<file path="src/rtl/fft_pkg.sv">
`default_nettype none
// ============================================================================
// Module   : fft_pkg
// Purpose  : Shared types, widths and twiddle generator for the FFT sequencer.
// Revision : 1.0
// ============================================================================
package fft_pkg;

    typedef enum logic [1:0] {
        LOAD    = 2'd0,
        COMPUTE = 2'd1,
        UNLOAD  = 2'd2
    } fft_seq_state_t;

    localparam int     c_tw_frac     = 30;
    localparam longint c_half_pi_q30 = 64'sd1686629713;

    function automatic int idx_width(input int n);
        return $clog2(n);
    endfunction

    function automatic int bin_width(input int n, input int w);
        return w + n;
    endfunction

    // cos/sin(2*pi*m/n) in Q30: quadrant reduction plus Taylor series, so
    // multiples of a quarter turn come out exact.
    function automatic logic signed [31:0] twiddle(input int m, input int n, input bit want_sin);
        longint q;
        longint r;
        longint a;
        longint c;
        longint s;
        longint term;
        longint c_out;
        longint s_out;
        int     mm;
        mm = m % n;
        q  = longint'((4 * mm) / n);
        r  = longint'(4 * mm) - q * longint'(n);
        a  = (c_half_pi_q30 * r) / longint'(n);
        c  = 0;
        s  = 0;
        term = longint'(1) <<< c_tw_frac;
        for (int i = 0; i < 12; i++) begin
            c    = c + term;
            term = -((((term * a) >>> c_tw_frac) * a) >>> c_tw_frac) / longint'((2*i+1) * (2*i+2));
        end
        term = a;
        for (int i = 0; i < 12; i++) begin
            s    = s + term;
            term = -((((term * a) >>> c_tw_frac) * a) >>> c_tw_frac) / longint'((2*i+2) * (2*i+3));
        end
        case (q)
            0:       begin c_out =  c; s_out =  s; end
            1:       begin c_out = -s; s_out =  c; end
            2:       begin c_out = -c; s_out = -s; end
            default: begin c_out =  s; s_out = -c; end
        endcase
        return want_sin ? 32'(s_out) : 32'(c_out);
    endfunction

endpackage
`default_nettype wire

</file>
<file path="src/rtl/FFT.sv">
`default_nettype none
// ============================================================================
// Module   : FFT
// Purpose  : Combinational N-point forward DFT core, Q.16 in, full-width out.
// Revision : 1.0
// ============================================================================
module FFT
    import fft_pkg::*;
#(
    parameter int N = 16,
    parameter int W = 31
) (
    input  logic [N*(W+1)-1:0] x_re,
    input  logic [N*(W+1)-1:0] x_im,
    output logic [N*(W+N)-1:0] y_re,
    output logic [N*(W+N)-1:0] y_im
);

    localparam int c_bin_w = bin_width(N, W);
    localparam int c_idx_w = idx_width(N);
    localparam int c_acc_w = c_bin_w + c_tw_frac + 4;
    localparam logic signed [c_acc_w-1:0] c_round = c_acc_w'(1) <<< (c_tw_frac - 1);

    logic signed [W:0]  w_xr  [N];
    logic signed [W:0]  w_xi  [N];
    logic signed [31:0] w_cos [N];
    logic signed [31:0] w_sin [N];

    function automatic logic signed [c_acc_w-1:0] mul(input logic signed [W:0] a,
                                                      input logic signed [31:0] b);
        return c_acc_w'(a) * c_acc_w'(b);
    endfunction

    for (genvar m = 0; m < N; m++) begin : g_tw
        localparam logic signed [31:0] c_cos = twiddle(m, N, 1'b0);
        localparam logic signed [31:0] c_sin = twiddle(m, N, 1'b1);
        assign w_cos[m] = c_cos;
        assign w_sin[m] = c_sin;
        assign w_xr[m]  = x_re[m*(W+1) +: W+1];
        assign w_xi[m]  = x_im[m*(W+1) +: W+1];
    end

    // Products are summed at full precision and rounded once per bin.
    for (genvar k = 0; k < N; k++) begin : g_bin
        logic signed [c_acc_w-1:0] w_acc_re;
        logic signed [c_acc_w-1:0] w_acc_im;
        always_comb begin
            w_acc_re = '0;
            w_acc_im = '0;
            for (int n = 0; n < N; n++) begin
                w_acc_re = w_acc_re + mul(w_xr[n], w_cos[c_idx_w'((k*n) % N)])
                                    + mul(w_xi[n], w_sin[c_idx_w'((k*n) % N)]);
                w_acc_im = w_acc_im + mul(w_xi[n], w_cos[c_idx_w'((k*n) % N)])
                                    - mul(w_xr[n], w_sin[c_idx_w'((k*n) % N)]);
            end
        end
        assign y_re[k*c_bin_w +: c_bin_w] = c_bin_w'((w_acc_re + c_round) >>> c_tw_frac);
        assign y_im[k*c_bin_w +: c_bin_w] = c_bin_w'((w_acc_im + c_round) >>> c_tw_frac);
    end

endmodule
`default_nettype wire

</file>
<file path="src/rtl/fft_frame_sequencer.sv">
`default_nettype none
// ============================================================================
// Module   : fft_frame_sequencer
// Purpose  : Loads an N-sample frame, holds it on the FFT core, captures and
//            streams the bins. FFT_SETTLE_EN stretches COMPUTE by SETTLE cycles.
// Revision : 1.0
// ============================================================================
module fft_frame_sequencer
    import fft_pkg::*;
#(
    parameter int N      = 16,
    parameter int W      = 31,
    parameter int SETTLE = 2
) (
    input  logic                 clk,
    input  logic                 rst,
    input  logic                 in_valid,
    output logic                 in_ready,
    input  logic [W:0]           in_re,
    input  logic [W:0]           in_im,
    output logic                 out_valid,
    input  logic                 out_ready,
    output logic [W+N-1:0]       out_re,
    output logic [W+N-1:0]       out_im,
    output logic [$clog2(N)-1:0] out_idx,
    output logic                 out_last,
    output logic                 busy,
    output logic [15:0]          frame_cnt
);

    localparam int c_idx_w = idx_width(N);
    localparam int c_bin_w = bin_width(N, W);

    if (N < 4 || (N & (N - 1)) != 0 || SETTLE < 0) begin : g_param_check
        $error("fft_frame_sequencer: N must be a power of two >= 4, SETTLE >= 0");
    end

    fft_seq_state_t       r_state;
    fft_seq_state_t       w_state_nxt;
    logic [c_idx_w-1:0]   r_wr_ptr;
    logic [c_idx_w-1:0]   r_rd_ptr;
    logic [15:0]          r_frame_cnt;
    logic [W:0]           r_sbuf_re [N];
    logic [W:0]           r_sbuf_im [N];
    logic [c_bin_w-1:0]   r_cbuf_re [N];
    logic [c_bin_w-1:0]   r_cbuf_im [N];
    logic [N*(W+1)-1:0]   w_x_re;
    logic [N*(W+1)-1:0]   w_x_im;
    logic [N*c_bin_w-1:0] w_y_re;
    logic [N*c_bin_w-1:0] w_y_im;
    logic                 w_compute_done;
    logic                 w_wr_last;
    logic                 w_rd_last;

    for (genvar i = 0; i < N; i++) begin : g_flat
        assign w_x_re[i*(W+1) +: W+1] = r_sbuf_re[i];
        assign w_x_im[i*(W+1) +: W+1] = r_sbuf_im[i];
    end

    FFT #(.N(N), .W(W)) u_fft (
        .x_re (w_x_re),
        .x_im (w_x_im),
        .y_re (w_y_re),
        .y_im (w_y_im)
    );

`ifdef FFT_SETTLE_EN
    localparam int c_settle_w = (SETTLE > 0) ? $clog2(SETTLE + 1) : 1;
    logic [c_settle_w-1:0] r_settle_cnt;

    assign w_compute_done = (r_settle_cnt == c_settle_w'(SETTLE));

    always_ff @(posedge clk) begin
        if (rst || r_state != COMPUTE) begin
            r_settle_cnt <= '0;
        end else if (!w_compute_done) begin
            r_settle_cnt <= r_settle_cnt + c_settle_w'(1);
        end
    end
`else
    assign w_compute_done = 1'b1;
`endif

    assign w_wr_last = (r_wr_ptr == c_idx_w'(N - 1));
    assign w_rd_last = (r_rd_ptr == c_idx_w'(N - 1));

    always_comb begin
        w_state_nxt = r_state;
        in_ready    = 1'b0;
        out_valid   = 1'b0;
        busy        = 1'b0;
        case (r_state)
            LOAD: begin
                in_ready = 1'b1;
                if (in_valid && w_wr_last) w_state_nxt = COMPUTE;
            end
            COMPUTE: begin
                busy = 1'b1;
                if (w_compute_done) w_state_nxt = UNLOAD;
            end
            UNLOAD: begin
                busy      = 1'b1;
                out_valid = 1'b1;
                if (out_ready && w_rd_last) w_state_nxt = LOAD;
            end
            default: w_state_nxt = LOAD;
        endcase
    end

    always_ff @(posedge clk) begin
        if (rst) begin
            r_state     <= LOAD;
            r_wr_ptr    <= '0;
            r_rd_ptr    <= '0;
            r_frame_cnt <= '0;
        end else begin
            r_state <= w_state_nxt;
            if (r_state == LOAD && in_valid) begin
                r_wr_ptr <= w_wr_last ? '0 : r_wr_ptr + c_idx_w'(1);
            end
            if (r_state == COMPUTE && w_compute_done) begin
                r_rd_ptr <= '0;
            end
            if (r_state == UNLOAD && out_ready) begin
                r_rd_ptr <= w_rd_last ? '0 : r_rd_ptr + c_idx_w'(1);
                if (w_rd_last) r_frame_cnt <= r_frame_cnt + 16'd1;
            end
        end
    end

    // Sample storage carries no reset; only the pointer decides validity.
    always_ff @(posedge clk) begin
        if (!rst && r_state == LOAD && in_valid) begin
            r_sbuf_re[r_wr_ptr] <= in_re;
            r_sbuf_im[r_wr_ptr] <= in_im;
        end
    end

    always_ff @(posedge clk) begin
        if (rst) begin
            for (int i = 0; i < N; i++) begin
                r_cbuf_re[i] <= '0;
                r_cbuf_im[i] <= '0;
            end
        end else if (r_state == COMPUTE && w_compute_done) begin
            for (int i = 0; i < N; i++) begin
                r_cbuf_re[i] <= w_y_re[i*c_bin_w +: c_bin_w];
                r_cbuf_im[i] <= w_y_im[i*c_bin_w +: c_bin_w];
            end
        end
    end

    assign out_re    = r_cbuf_re[r_rd_ptr];
    assign out_im    = r_cbuf_im[r_rd_ptr];
    assign out_idx   = r_rd_ptr;
    assign out_last  = (r_state == UNLOAD) && w_rd_last;
    assign frame_cnt = r_frame_cnt;

endmodule
`default_nettype wire

</file>
<file path="config.mk">
export PLATFORM = sky130hd
export DESIGN_NAME = fft_frame_sequencer
export DESIGN_NICKNAME = d
export VERILOG_FILES = /design/src/rtl/fft_pkg.sv /design/src/rtl/FFT.sv /design/src/rtl/fft_frame_sequencer.sv
export SDC_FILE = /design/constraint.sdc
export NUM_CORES = 2
export LEC_CHECK = 0
export CAP_MARGIN = 20
export CORE_MARGIN = 2
export CORE_UTILIZATION = 60
export DETAILED_ROUTE_END_ITERATION = 7
export GPL_ROUTABILITY_DRIVEN = 1
export PLACE_DENSITY = 0.77
export SYNTH_ARGS = -nofsm -noshare
export SYNTH_HDL_FRONTEND = slang
export SYNTH_HIERARCHICAL = 1
export SYNTH_SLANG_ARGS = --single-unit
</file>
<file path="constraint.sdc">
create_clock -name clk -period 29.8 [get_ports clk]
set_clock_uncertainty 0.05 [all_clocks]
set_input_delay 5.96 -clock clk [delete_from_list [all_inputs] [get_ports clk]]
set_output_delay 5.96 -clock clk [all_outputs]
set_load 0.02 [all_outputs]
</file>
==> key figures <==
Clock tree
  – CTS tree: built
  – Clock Sinks: 2,558
  – Total setup buffers inserted after CTS: 0
  – Hold Buf Count CTS: 0
  – CTS H-tree lvls: 5
  – Worst skew pair latency: 0.93 ns
  – Worst-path clk slew: 0.06 ns
  – Cts repair resizes: 0
  – CTS Buf Count: 285
  – Clock Root Buffer: clkbuf_16
  – CTS max path bufs: 4

Critical path
  – Max FO, Critical Path: 45
  – Critical path class: flop to output pin
  – WP data required: 23.79 ns
  – CP Capture Type: output pin
  – Startpoint Class: flop
  – CP Data Arrival Time: 5.83 ns
  – Crit Reg-Reg Startpoint: r_sbuf_re[6][5]$_DFFE_PP_

Finish
  – Final net count: 11,480
  – Most common cell after layout, fill and taps aside: edfxtp_1
  – Commonest cells after routing, fill and taps aside: 2,528 x edfxtp_1, 1,410 x conb_1, 1,398 x inv_1
  – Storage element area: 0.0765 sq mm
  – Util after Layout: 64.2%
  – # fillers: 16,281
  – Multi-input gate area: 0.0525 sq mm
  – Share of cells above drive strength 1: 8.34%
  – Area Overhead vs Synth: 6.32%

Synth
  – Post-Syn Instances: 10,140
  – Distinct cells, synth: 82
  – XOR/XNOR share of the synthesized area: 0.952%
  – Largest family of logic cells by synthesized area: adder cells
  – Area share of fa/ha/maj cells after synthesis: 14.3%
  – Post-Synth Simple-Gate Area: 8.65%
  – Sequential fraction of the synthesis area: 54.4%
  – Async set or reset register ratio after synthesis: 0%
  – Post-synth EDFFs: 2,528
  – Mux contribution to synthesized area: 6.04%
  – Seq cells post-synth: 2,558
  – Cell area after synthesis: 0.141 sq mm
  – Complex-gate fraction of the synthesized area: 3.54%
  – Yosys warns: 6
  – Mean Syn Cell Area: 13.9 sq um
  – Synth Flop Type: edfxtp_1

STA
  – Setup TNS: 0 ns
  – RSZ-0062 raised after global routing: false
  – Relative slew margins: 3.80%
  – Final min period: 11.84 ns
  – Worst-Margin Slew: 1.44 ns
  – Fin crit share: 39.7%
  – Final setup violating endpoints: 0
  – Final hold vios: 0
  – Slew Limit Fails: 0
  – Maximum clock rate: 84.4 MHz

Pwr
  – Clock Power Share: 27.3%
  – LEAKAGE: 59.5 nW
  – P_sw: 4.56 mW
  – Sw Ratio: 36.6%
  – Peak VDD IR: 0.130 mV
  – PnR Total Power: 12.5 mW
  – Share of total power in sequential cells: 32.9%
  – Internal: 7.90 mW
  – Power per cell area: 83.3 mW/mm^2
  – Comb pwr share: 39.8%

Place
  – IO Port Bufs: 185
  – Gpl congestion: 0.879
  – Post-DP HPWL: 165,000 um

GRT
  – Largest net degree at the start of global routing: 265
  – Total grt overflow: 0
  – Number of global-route vias before repair: 72,568
  – Initial antenna violation count: 35
  – Global-route wire length before repair: 400,000 um
  – Tot GR Track Use: 21.8%

Route
  – Routed vias: 69,067
  – Met1 WL: 105,000 um
  – # DRC: 0
  – Vias per cell: 5.05
  – Total Wirelength: 255,000 um
  – Initial drt markers: 5,867
  – Routed met3 length: 16,000 um
  – WL met2: 127,000 um
  – Final ANT Viol Nets: 0
  – First-pass DRT Iterations: 5
  – DR top layer: met5
  – Avg WL per Cell: 18.7 um

Flow run
  – Max-cap viol count: 0

Floorplan
  – Total core area: 0.233 sq mm
  – Initial core utilization: 60.4%
  – Ports: 186
  – Die Y-Extent: 488 um
  – Die Area: 0.238 sq mm
  – Standard-cell rows: 177
  – Die width: 488 um

Min path
  – Min-Delay Path Class: flop to flop
  – Launch point of the worst hold path: frame_cnt[11]$_SDFFE_PP0P_

Status
  – Status: completed
-- cell families after synthesis --
logic type | after synthesis
AO/OA/AOI/OAI | 745
XOR/XNOR | 153
adder cells (fa/ha/maj) | 1072
buffers and inverters | 3152
flip-flops | 2558
multiplexers | 379
other | 1
AND/OR/NAND/NOR | 2080
-- Yosys cell counts, types with 5 or more instances --
master,instances,area share [%]
edfxtp_1,2528,54
buf_4,1412,7.5
inv_1,1399,3.7
and2_1,952,4.2
fa_1,886,13
nor2b_1,592,2.6
mux4_2,376,6.0
clkbuf_1,278,0.74
nand2_1,201,0.54
a22oi_1,192,1.0
ha_1,186,1.7
a21oi_1,184,0.65
nor2_1,131,0.35
o21ai_0,106,0.38
xnor2_1,101,0.63
a21o_1,83,0.44
xor2_1,52,0.32
nand3_1,47,0.17
buf_2,46,0.16
nand4_1,36,0.16
dfxtp_1,30,0.43
o21bai_1,29,0.15
nor3_1,27,0.096
and3_1,22,0.098
a31oi_1,20,0.089
nand2b_1,20,0.089
o21a_1,20,0.11
a211oi_1,19,0.10
buf_1,17,0.045
or3_1,15,0.067
o211ai_1,13,0.069
o21ai_1,10,0.036
and4_1,7,0.044
o31ai_1,7,0.037
nor4_1,5,0.022
-- flip-flops by register name (all words and copies together), names as in the netlist, named ones only --
register,count
r_state,2
r_cbuf_re,752
r_sbuf_re,512
r_cbuf_im,752
r_wr_ptr,4
frame_cnt,16
out_idx,4
r_sbuf_im,512
-- through the flow --
step           area, sq um  cells  hold slack (ns)  worst slack, ns
5_1_grt             150000  13667            0.495            17.41
2_1_floorplan       146000  11549            0.431             3.96
6_report            150000  13670            0.471            17.96
4_1_cts             150000  13659            0.471            17.32
3_3_place_gp        141000  13181            0.436            18.02
3_5_place_dp        141000  13181            0.463            17.78
-- critical path, stage by stage (launching register included) --
cell and delay (ns):
dfxtp_4 0.80, buf_4 0.77, buf_4 0.80, buf_4 0.80, mux4_2 0.61, a22oi_1 0.27
nand2_1 0.13, clkdlybuf4s50_1 0.56
-- power groups by stage --
stage	Combinational (mW)	Clock, mW	Sequential, mW
2_1_floorplan	3.47	0	4.24
3_3_place_gp	4.70	0	4.17
3_5_place_dp	4.79	0	4.18
4_1_cts	4.83	3.47	4.11
5_1_grt	5.39	3.60	4.11
6_report	4.96	3.40	4.11
-- routing by layer --
| metal | GRT usage [%] | vias to the layer above |
|---|---|---|
| li1 | - | 31819 |
| met1 | 29.7 | 35012 |
| met2 | 36.4 | 1788 |
| met3 | 3.79 | 418 |
| met5 | 0 | - |
| met4 | 6.44 | 30 |
-- final cells by class --
type,count,share of cell area [%]
inverter,1399,3.51
timing repair buffer,257,1.70
multi-input combinational,5839,35.1
clock buffer,336,5.00
antenna,7,0.0117
clock inverter,142,0.966
sequential,2558,51.1
tap,3132,2.62
-- path summary, 6_finish.rpt --
| check | cells past startpoint | endpoint | slack [ns] |
|---|---|---|---|
| setup / recovery | 7 | out_im[7] | 17.96 |
| hold / removal | 2 | frame_cnt[11]$_SDFFE_PP0P_ | 0.47 |
| setup reg to reg | 32 | r_cbuf_re[0][45]$_SDFFCE_PN0P_ | 19.69 |
| hold reg to reg | 2 | frame_cnt[11]$_SDFFE_PP0P_ | 0.47 |
Note: power is estimated with default switching activity, not from simulation.
